===== src/rtl/sdram_arb_pkg.sv =====
// Shared encodings for the two-master sdram command-port arbiter.
package sdram_arb_pkg;

   localparam int ADDR_W_DEF = 23;

   typedef enum logic [1:0] {
      IDLE    = 2'd0,
      ISSUE   = 2'd1,
      WAIT_RD = 2'd2
   } arb_state_t;

   typedef enum logic {
      OWN_M0 = 1'b0,
      OWN_M1 = 1'b1
   } owner_t;

endpackage


===== src/rtl/arb_pick.sv =====
// Winner selection between m0 and m1 with an anti-starvation counter for m1.
module arb_pick
   import sdram_arb_pkg::*;
#(
   parameter int STARVE_LIMIT = 4
) (
   input  logic       m0_req,
   input  logic       m1_req,
   input  logic [3:0] starve_cnt,
   output owner_t     winner,
   output logic [3:0] starve_nxt
);

   // starve_nxt is only meaningful when the caller actually makes a decision
   always_comb begin
      winner     = OWN_M0;
      starve_nxt = 4'd0;
      if (m1_req && (!m0_req || starve_cnt == 4'(STARVE_LIMIT))) begin
         winner     = OWN_M1;
         starve_nxt = 4'd0;
      end else if (m1_req) begin
         starve_nxt = (starve_cnt >= 4'(STARVE_LIMIT)) ? 4'(STARVE_LIMIT)
                                                        : starve_cnt + 4'd1;
      end
   end

endmodule


===== src/rtl/sdram_arbiter.sv =====
// Shares the sdram controller command port between m0 (CPU) and m1 (DMA),
// returning completion, read data and abort status to the granted requester.
module sdram_arbiter
   import sdram_arb_pkg::*;
#(
   parameter int ADDR_W       = ADDR_W_DEF,
   parameter int STARVE_LIMIT = 4,
   parameter int TIMEOUT      = 255
) (
   input  logic              clki,
   input  logic              rst_in,
   input  logic              m0_req,
   input  logic              m0_we,
   input  logic [ADDR_W-1:0] m0_addr,
   input  logic [15:0]       m0_wdata,
   output logic              m0_done,
   input  logic              m1_req,
   input  logic              m1_we,
   input  logic [ADDR_W-1:0] m1_addr,
   input  logic [15:0]       m1_wdata,
   output logic              m1_done,
   output logic [31:0]       rdata,
   output logic              err,
   output logic              sd_read,
   output logic              sd_write,
   output logic [ADDR_W-1:0] sd_addr,
   output logic [15:0]       sd_wdata,
   input  logic              sd_busy,
   input  logic              sd_cack,
   input  logic              sd_ready,
   input  logic [31:0]       sd_rdata
);

   arb_state_t state, state_nxt;
   owner_t     owner, winner;
   logic       lat_we;
   logic [3:0] starve_cnt, starve_nxt;
   logic [7:0] tmo_cnt;
   logic       grant, tmo_hit, finish, take_rdata, abort;

   arb_pick #(.STARVE_LIMIT(STARVE_LIMIT)) u_pick (
      .m0_req     (m0_req),
      .m1_req     (m1_req),
      .starve_cnt (starve_cnt),
      .winner     (winner),
      .starve_nxt (starve_nxt)
   );

   assign grant   = (state == IDLE) && (m0_req || m1_req) && !sd_busy;
   assign tmo_hit = (tmo_cnt + 8'd1) == 8'(TIMEOUT);

   always_ff @(posedge clki or negedge rst_in) begin
      if (!rst_in) state <= IDLE;
      else         state <= state_nxt;
   end

   // A real completion on the last allowed cycle wins over the timeout
   always_comb begin
      state_nxt  = state;
      finish     = 1'b0;
      take_rdata = 1'b0;
      abort      = 1'b0;
      case (state)
         IDLE: begin
            if (grant) state_nxt = ISSUE;
         end
         ISSUE: begin
            if (sd_cack && (lat_we || sd_ready)) begin
               finish     = 1'b1;
               take_rdata = !lat_we;
               state_nxt  = IDLE;
            end else if (tmo_hit) begin
               abort     = 1'b1;
               state_nxt = IDLE;
            end else if (sd_cack) begin
               state_nxt = WAIT_RD;
            end
         end
         WAIT_RD: begin
            if (sd_ready) begin
               finish     = 1'b1;
               take_rdata = 1'b1;
               state_nxt  = IDLE;
            end else if (tmo_hit) begin
               abort     = 1'b1;
               state_nxt = IDLE;
            end
         end
         default: state_nxt = IDLE;
      endcase
   end

   always_ff @(posedge clki or negedge rst_in) begin
      if (!rst_in) begin
         owner      <= OWN_M0;
         lat_we     <= 1'b0;
         sd_addr    <= '0;
         sd_wdata   <= '0;
         sd_read    <= 1'b0;
         sd_write   <= 1'b0;
         rdata      <= '0;
         m0_done    <= 1'b0;
         m1_done    <= 1'b0;
         err        <= 1'b0;
         starve_cnt <= 4'd0;
         tmo_cnt    <= 8'd0;
      end else begin
         m0_done <= 1'b0;
         m1_done <= 1'b0;
         err     <= 1'b0;
         if (state == ISSUE || state == WAIT_RD) tmo_cnt <= tmo_cnt + 8'd1;
         if (grant) begin
            owner      <= winner;
            lat_we     <= (winner == OWN_M1) ? m1_we    : m0_we;
            sd_addr    <= (winner == OWN_M1) ? m1_addr  : m0_addr;
            sd_wdata   <= (winner == OWN_M1) ? m1_wdata : m0_wdata;
            sd_read    <= (winner == OWN_M1) ? !m1_we   : !m0_we;
            sd_write   <= (winner == OWN_M1) ? m1_we    : m0_we;
            starve_cnt <= starve_nxt;
            tmo_cnt    <= 8'd0;
         end
         if (state == ISSUE && sd_cack) begin
            sd_read  <= 1'b0;
            sd_write <= 1'b0;
         end
         // Done goes only to the latched owner, never to whoever is requesting now
         if (finish || abort) begin
            sd_read  <= 1'b0;
            sd_write <= 1'b0;
            m0_done  <= (owner == OWN_M0);
            m1_done  <= (owner == OWN_M1);
         end
         if (take_rdata) rdata <= sd_rdata;
         if (abort) begin
            err   <= 1'b1;
            rdata <= '0;
         end
      end
   end

endmodule


===== config.mk =====
export PLATFORM = sky130hd
export DESIGN_NAME = sdram_arbiter
export DESIGN_NICKNAME = d
export VERILOG_FILES = /design/src/rtl/sdram_arb_pkg.sv /design/src/rtl/arb_pick.sv /design/src/rtl/sdram_arbiter.sv
export SDC_FILE = /design/constraint.sdc
export NUM_CORES = 1
export LEC_CHECK = 0
export CORE_ASPECT_RATIO = 1.5
export CORE_MARGIN = 1
export CORE_UTILIZATION = 25
export CTS_BUF_LIST = sky130_fd_sc_hd__clkbuf_4 sky130_fd_sc_hd__clkbuf_8 sky130_fd_sc_hd__clkbuf_16
export CTS_CLUSTER_SIZE = 12
export DETAILED_ROUTE_END_ITERATION = 7
export DONT_BUFFER_PORTS = 1
export PLACE_DENSITY_LB_ADDON = 0.1
export SLEW_MARGIN = 20
export SYNTH_ARGS = -nofsm -noshare
export SYNTH_HDL_FRONTEND = slang
export SYNTH_SLANG_ARGS = --single-unit

===== constraint.sdc =====
create_clock -name clki -period 2.3 [get_ports clki]
set_clock_uncertainty 0.15 [all_clocks]
set_input_delay 0.69 -clock clki [delete_from_list [all_inputs] [get_ports clki]]
set_output_delay 0.69 -clock clki [all_outputs]
set_load 0.1 [all_outputs]

==> results.md, run 1 <==
- Classification of the worst setup path: reg2reg
- Async set or reset register ratio after synthesis: 100%
- Final count of pins violating max slew: 0
- Later-pin clock latency in the skew report: 0.35 ns
- Fillcell total: 1,790
- Area share of the largest cell type after synthesis: 53.2%
- Final critical-path share of the clock period: 93.5%
- Final worst slack: 0.150 ns
- Remaining max-slew budget at the tightest pin: 68.9%
- Top cells by count, synth: 117 x sky130_fd_sc_hd__nand2_1, 92 x sky130_fd_sc_hd__dfrtp_1, 39 x sky130_fd_sc_hd__mux2i_1
- Syn. warnings: 0
- Critical Path End Type: flop
- Avg Vias per Cell: 4.52
- Maximum buffer depth of the clock tree: 2
- Port Buffer Count: 0
- Series of cell instances along the critical path: ha_2 > nand3_1 > or3_4 > a211oi_4 > nand3_4 > clkinv_4 > buf_12 > a211oi_1
- CP Data Required Time: 2.37 ns
- Area overhead of the layout relative to synthesis: 26.9%
- Ports placed on the boundary: 195
- Final nets: 632
- Unrepaired setup endpoints after global routing: false
- Number of design rule violations left after detail routing: 0
- Worst min path class: in2async
- Post-route design area: 5490 um2
- Post-DP Area: 5200 um2
- Via count of the first global-routing pass: 3,323
- Synthesized net count: 558
- Reg2reg setup slack: 0.15 ns
- Number of placement rows: 58
- Clock slew at the register clock pins of the worst setup and hold paths: 0.07 ns
- GRT overflow: 0
- Clock Sinks: 92
- Cell with the largest stage delay on the worst path: sky130_fd_sc_hd__dfrtp_1
- Number of H-tree branching levels: 3
- Antenna fix cells: 0
- Worst-case setup slack after placement: 0.0745 ns
- Die width: 109 um
- Y dimension of the die: 163 um
- Total negative slack for setup checks: 0 ns
- Number of post-CTS setup repair buffers: 0
- Routed wire length: 10,900 um
- Reg-to-reg startpoint: tmo_cnt[1]
- Number of enable-type register cells in the synthesized netlist: 0
- Avg Cell Area, Syn: 10.0 um2
- Maximum number of pins on one net before global-route repair: 93
- Max Freq: 465 MHz
- Number of buffers added by the clock tree synthesis step: 9
- Reg2Reg Depth: 8
- Mapped Area: 4330 um2
- Largest area contributor in the synthesized netlist: sky130_fd_sc_hd__dfrtp_1
- Last weighted congestion value of the routability-driven placer: 0.725
- Fraction of layout instances using a drive strength above 1: 27.6%
- Final critical-path required period: 2.15 ns
- Signal arrival time at the worst endpoint: 2.22 ns
- Violations in the final reports: hold timing
- Root buf cell: sky130_fd_sc_hd__clkbuf_16
- Global-route usage over all layers: 12.6%
- Drt wl/cell: 15.2 um
- End of the worst register-to-register path: sd_read
- Area of the die: 17,800 um2
- Most frequently used cell type in the post-synthesis netlist: sky130_fd_sc_hd__nand2_1
- Vias: 3,257
- Clock tree from TritonCTS: yes
- Result of the run: finished, violations left
- Global-route wire length before repair: 17,100 um
- Hold Vio Cnt, Final: 92
- Flip-flop and latch count after synthesis: 92
- Maximum single-stage delay on the critical path: 0.41 ns
- Antenna Violating Nets Remaining: 0
- Initial DRT Pass Iterations: 4
- Worst-margin pin slew: 0.467 ns
- Top FF cell, synth: sky130_fd_sc_hd__dfrtp_1
- Critical Path Source: tmo_cnt[1]
- Fraction of the yosys area taken by sequential cells: 53.2%
- Gate count after technology mapping: 432
- Startpoint type of the worst setup path: flop
- Netlist cell types: 38
- Endpoints failing setup: 0
- Starting density of the core: 25.7%
- HPWL reported at the end of detailed placement: 7870 um
- Number of antenna violations at the first check in global routing: 0
- 1st-iter DRT viols: 154
- Number of max-cap violations: 0
- Floorplan core area: 16,800 um2
- Main area contributors after synthesis: sky130_fd_sc_hd__dfrtp_1 53%, sky130_fd_sc_hd__nand2_1 10%, sky130_fd_sc_hd__mux2i_1 9.0%, sky130_fd_sc_hd__a21oi_2 5.9%, sky130_fd_sc_hd__o21ai_0 3.9%
- Highest fanout seen on the critical path: 14
- Hold_ws: -0.112 ns
==> cell usage in the layout, fill, tap and decap left out, types with 2 or more instances in the layout <==
cell                           n
sky130_fd_sc_hd__a21oi_1       7
sky130_fd_sc_hd__a211oi_1      2
sky130_fd_sc_hd__xor2_1        8
sky130_fd_sc_hd__nand4_1       3
sky130_fd_sc_hd__dfrtp_1      91
sky130_fd_sc_hd__clkbuf_16     9
sky130_fd_sc_hd__buf_4        82
sky130_fd_sc_hd__inv_1         9
sky130_fd_sc_hd__and2_1        2
sky130_fd_sc_hd__nor2_1       18
sky130_fd_sc_hd__ha_1          6
sky130_fd_sc_hd__o2bb2ai_1     2
sky130_fd_sc_hd__mux2i_1      39
sky130_fd_sc_hd__clkinv_4      2
sky130_fd_sc_hd__o21ai_4       2
sky130_fd_sc_hd__buf_12        6
sky130_fd_sc_hd__o211ai_1      2
sky130_fd_sc_hd__o21ai_1      12
sky130_fd_sc_hd__nand2_1     117
sky130_fd_sc_hd__clkinvlp_4    2
sky130_fd_sc_hd__nand3_1       5
sky130_fd_sc_hd__o21ai_0      34
sky130_fd_sc_hd__a21oi_2      29
==> final cells by class <==
class	count	area, um2	share of cell area [%]
Inverter	10	42.5	0.775
Multi-Input combinational cell	305	1860	33.9
Timing Repair Buffer	88	736	13.4
Sequential cell	92	2300	42.0
Clock inverter	4	35.0	0.638
Tap cell	210	263	4.79
Clock buffer	11	246	4.49
==> flip-flops by register name, indices dropped and copies added (netlist names) <==
name / count
m1_done: 1
tmo_cnt: 8
sd_addr: 23
sd_wdata: 16
m0_done: 1
starve_cnt: 4
sd_write: 1
sd_read: 1
state: 2
rdata: 32
owner: 1
lat_we: 1
err: 1
==> worst max path at each step <==
stage,to,cells past startpoint
finish,sd_read,8
global route,sd_read,8
CTS,sd_read,8
detailed placement,sd_read,8
global placement,sd_read,8
floorplan,rdata[20],8
==> per-stage QoR <==
step | hold slack, ns | utilization, % | instances
CTS | -0.131 | 32.6 | 720
global route | -0.139 | 32.6 | 720
global placement | 0.248 | 30.9 | 705
floorplan | 0.244 | - | 432
detailed placement | 0.251 | 30.9 | 705
finish | -0.112 | 32.6 | 720
==> cells by family (layout without fill, tap and decap cells) <==
logic type | after synthesis | in the layout | share of synthesized area, %
AND/OR/NAND/NOR | 152 | 152 | 14.5
AO/OA/AOI/OAI | 98 | 98 | 15.1
flip-flops | 92 | 92 | 53.2
multiplexers | 39 | 39 | 9.03
buffers and inverters | 35 | 113 | 4.34
XOR/XNOR | 9 | 9 | 1.82
adder cells (fa/ha/maj) | 7 | 7 | 2.02
==> per-layer routing <==
metal  track usage [%]  vias up  wire length, um
met3              3.91       14             1010
li1                  -     1592                -
met1              14.2     1511             4210
met4              5.82        0              214
met5                 0        -                0
met2              21.6      140             5510
==> worst max-delay path: cells and delay by family, from the launching register on <==
family | cells | cell delay, ns
simple gates | 3 | 0.61
flops | 1 | 0.41
compound gates | 2 | 0.35
buf+inv | 2 | 0.28
fa+ha+maj | 1 | 0.23
==> what timing repair did <==
item / in CTS / in global routing
endpoints found under the hold margin: 92 / 92
gates resized for setup: 0 / 3
setup endpoints to repair: 0 / 16
Power of run 1 is not shown: default switching activity piles up to over one toggle a cycle in this logic, so the estimate is an artifact.
==> run 2: changes to the inputs <==
--- a/config.mk
+++ b/config.mk
@@ -6,7 +6,6 @@
 export NUM_CORES = 1
 export LEC_CHECK = 0
 export CORE_ASPECT_RATIO = 1.5
-export CORE_MARGIN = 1
 export CORE_UTILIZATION = 25
 export CTS_BUF_LIST = sky130_fd_sc_hd__clkbuf_4 sky130_fd_sc_hd__clkbuf_8 sky130_fd_sc_hd__clkbuf_16
 export CTS_CLUSTER_SIZE = 12
==> results of run 2 <==
Final layout, timing and power as in run 1 (identical DEF).
Power of run 2 is left out for the same reason.
==> run 3: changes to the inputs <==
--- a/config.mk
+++ b/config.mk
@@ -11,7 +11,6 @@
 export CTS_CLUSTER_SIZE = 12
 export DETAILED_ROUTE_END_ITERATION = 7
 export DONT_BUFFER_PORTS = 1
-export PLACE_DENSITY_LB_ADDON = 0.1
 export SLEW_MARGIN = 20
 export SYNTH_ARGS = -nofsm -noshare
 export SYNTH_HDL_FRONTEND = slang
==> run 3 against run 2 <==
  * The flow still finishes with violations (hold timing)
  * Cell count is 0.14% lower
  * Hold slack better by 0.0017 ns
  * Core utilization down 0.15 points
  * Die area is the same
  * Register-to-register slack got worse by 0.03 ns
  * Worst setup slack worse by 0.035 ns
  * Sequential cell count did not move
  * Maximum frequency down 1.6%
  * Critical path depth is the same
  * First-iteration DRC count is 18% lower
  * Via count is essentially flat
==> results.md, run 3 (synthesis results as in run 1) <==
- Most frequent standard cell in the layout excluding fill and tap cells: sky130_fd_sc_hd__nand2_1
- Final critical-path share of the clock period: 95.0% (+1.5 points)
- 1st-iter DRT viols: 126 (-18%)
- Die width: 109 um (unchanged)
- Series of cell instances along the critical path: ha_2 > nand3_1 > or3_4 > a211oi_4 > nand3_4 > inv_8 > buf_12 > a21oi_2
- Port Buffer Count: 0 (unchanged)
- Maximum buffer depth of the clock tree: 2 (unchanged)
- Total negative slack for setup checks: 0 ns (unchanged)
- Hold_ws: -0.110 ns (+0.00173 ns)
- Initial DRT Pass Iterations: 4 (unchanged)
- Y dimension of the die: 163 um (unchanged)
- Final critical-path required period: 2.18 ns (+0.0346 ns)
- Number of max-cap violations: 0 (unchanged)
- Critical Path End Type: flop
- Last weighted congestion value of the routability-driven placer: 0.783 (+7.9%)
- Drt wl/cell: 14.1 um (-7.4%)
- Clock tree from TritonCTS: yes
- Most frequent cells in the layout: 117 x sky130_fd_sc_hd__nand2_1, 91 x sky130_fd_sc_hd__dfrtp_1, 82 x sky130_fd_sc_hd__buf_4
- Ports placed on the boundary: 195 (unchanged)
- Number of design rule violations left after detail routing: 0 (unchanged)
- Endpoints failing setup: 0 (unchanged)
- Register ranked first by flip-flop count: rdata
- Cell total after placement: 703 (-0.28%)
- Final nets: 631 (-0.16%)
- Clock Sinks: 92 (unchanged)
- Number of buffers added by the clock tree synthesis step: 9 (unchanged)
- Number of placement rows: 58 (unchanged)
- Fillcell total: 1,737 (-3.0%)
- Maximum single-stage delay on the critical path: 0.40 ns (about the same)
- GRT overflow: 0 (unchanged)
- Number of H-tree branching levels: 3 (unchanged)
- Number of antenna violations at the first check in global routing: 0 (unchanged)
- Area of the die: 17,800 um2 (unchanged)
- Cell with the largest stage delay on the worst path: sky130_fd_sc_hd__dfrtp_2
- Routed wire length: 10,100 um (-7.5%)
- Floorplan core area: 16,800 um2 (unchanged)
- Hold Vio Cnt, Final: 92 (unchanged)
- Global-route usage over all layers: 11.5% (-1.2 points)
- Maximum number of pins on one net before global-route repair: 93 (unchanged)
- Unrepaired setup endpoints after global routing: false
- Highest fanout seen on the critical path: 13 (-1)
- Clock slew at the register clock pins of the worst setup and hold paths: 0.07 ns (about the same)
- Antenna Violating Nets Remaining: 0 (unchanged)
- Worst min path class: in2async
- HPWL reported at the end of detailed placement: 7500 um (-4.6%)
- Area overhead of the layout relative to synthesis: 26.3%
- Global-route wire length before repair: 15,600 um (-9.1%)
- Signal arrival time at the worst endpoint: 2.27 ns (+0.05 ns)
- Avg Vias per Cell: 4.53 (+0.11%)
- Largest registers ranked by flip-flop count: rdata (32), sd_addr (23), sd_wdata (16)
- CP Data Required Time: 2.39 ns (+0.02 ns)
- Starting density of the core: 25.7% (unchanged)
- Antenna fix cells: 0 (unchanged)
- Non-filler instance count after layout: 719 (-0.14%)
- Vias: 3,256 (-0.031%)
- Startpoint type of the worst setup path: flop
- Classification of the worst setup path: reg2reg
- Max Freq: 458 MHz (-1.6%)
- Fraction of layout instances using a drive strength above 1: 27.3% (-0.34 points)
- Remaining max-slew budget at the tightest pin: 69.5% (+0.58 points)
- Worst-margin pin slew: 0.458 ns (-0.00870 ns)
- Final count of pins violating max slew: 0 (unchanged)
- Root buf cell: sky130_fd_sc_hd__clkbuf_16
- Max FFs per register: 32 (unchanged)
- Via count of the first global-routing pass: 3,219 (-3.1%)
- Violations in the final reports: hold timing
- Result of the run: finished, violations left
- Later-pin clock latency in the skew report: 0.34 ns (about the same)
run 3: metrics by stage:
step | util, % | setup WS, ns | cell area [um2] | hold WS, ns
after global placement | 30.7 | 0.124 | 5170 | 0.247
after detailed placement | 30.7 | 0.0468 | 5170 | 0.247
after floorplan | - | 0.210 | 4330 | 0.244
final | 32.5 | 0.115 | 5460 | -0.110
after CTS | 32.4 | 0.0274 | 5450 | -0.130
after global routing | 32.5 | 0.00262 | 5460 | -0.129
run 3: layout make-up:
class                           instances  area, um2  share of cell area (%)
Sequential cell                        92       2300                    42.2
Multi-Input combinational cell        305       1860                    34.1
Timing Repair Buffer                   87        716                    13.1
Tap cell                              210        263                    4.81
Clock buffer                           10        239                    4.37
Inverter                               10       45.0                   0.824
Clock inverter                          5       37.5                   0.687
run 3: critical path: cells and delay by family, from the launching register on:
kind	cells	cell delay, ns
compound gates	2	0.34
simple gates	3	0.64
buf+inv	2	0.32
fa+ha+maj	1	0.22
flops	1	0.40
run 3: path summary, 6_finish.rpt:
kind | startpoint | end | slack, ns | cells past startpoint
max | tmo_cnt[0] | rdata[10] | 0.12 | 8
min | rst_in | rdata[1] | -0.11 | 0
max reg2reg | tmo_cnt[0] | rdata[10] | 0.12 | 8
min reg2reg | owner | m0_done | 0.31 | 1
max in group asynchronous | rst_in | tmo_cnt[0] | 1.96 | 0
min in group clki | owner | m0_done | 0.31 | 1
run 3: what timing repair did:
action | 4_1_cts | 5_1_grt
setup buffers | 0 | 1
resized for setup | 0 | 3
hold endpoints to repair | 92 | 92
setup endpoints to repair | 0 | 26
run 3: metal layers:
| layer | up-vias | part of all wire, % | global-route usage [%] |
|---|---|---|---|
| met1 | 1503 | 38 | 12.3 |
| li1 | 1596 | - | - |
| met5 | - | 0 | 0 |
| met3 | 7 | 10 | 4.75 |
| met2 | 150 | 51 | 19.8 |
| met4 | 0 | 1.3 | 4.55 |
Power of run 3 is left out for the same reason.
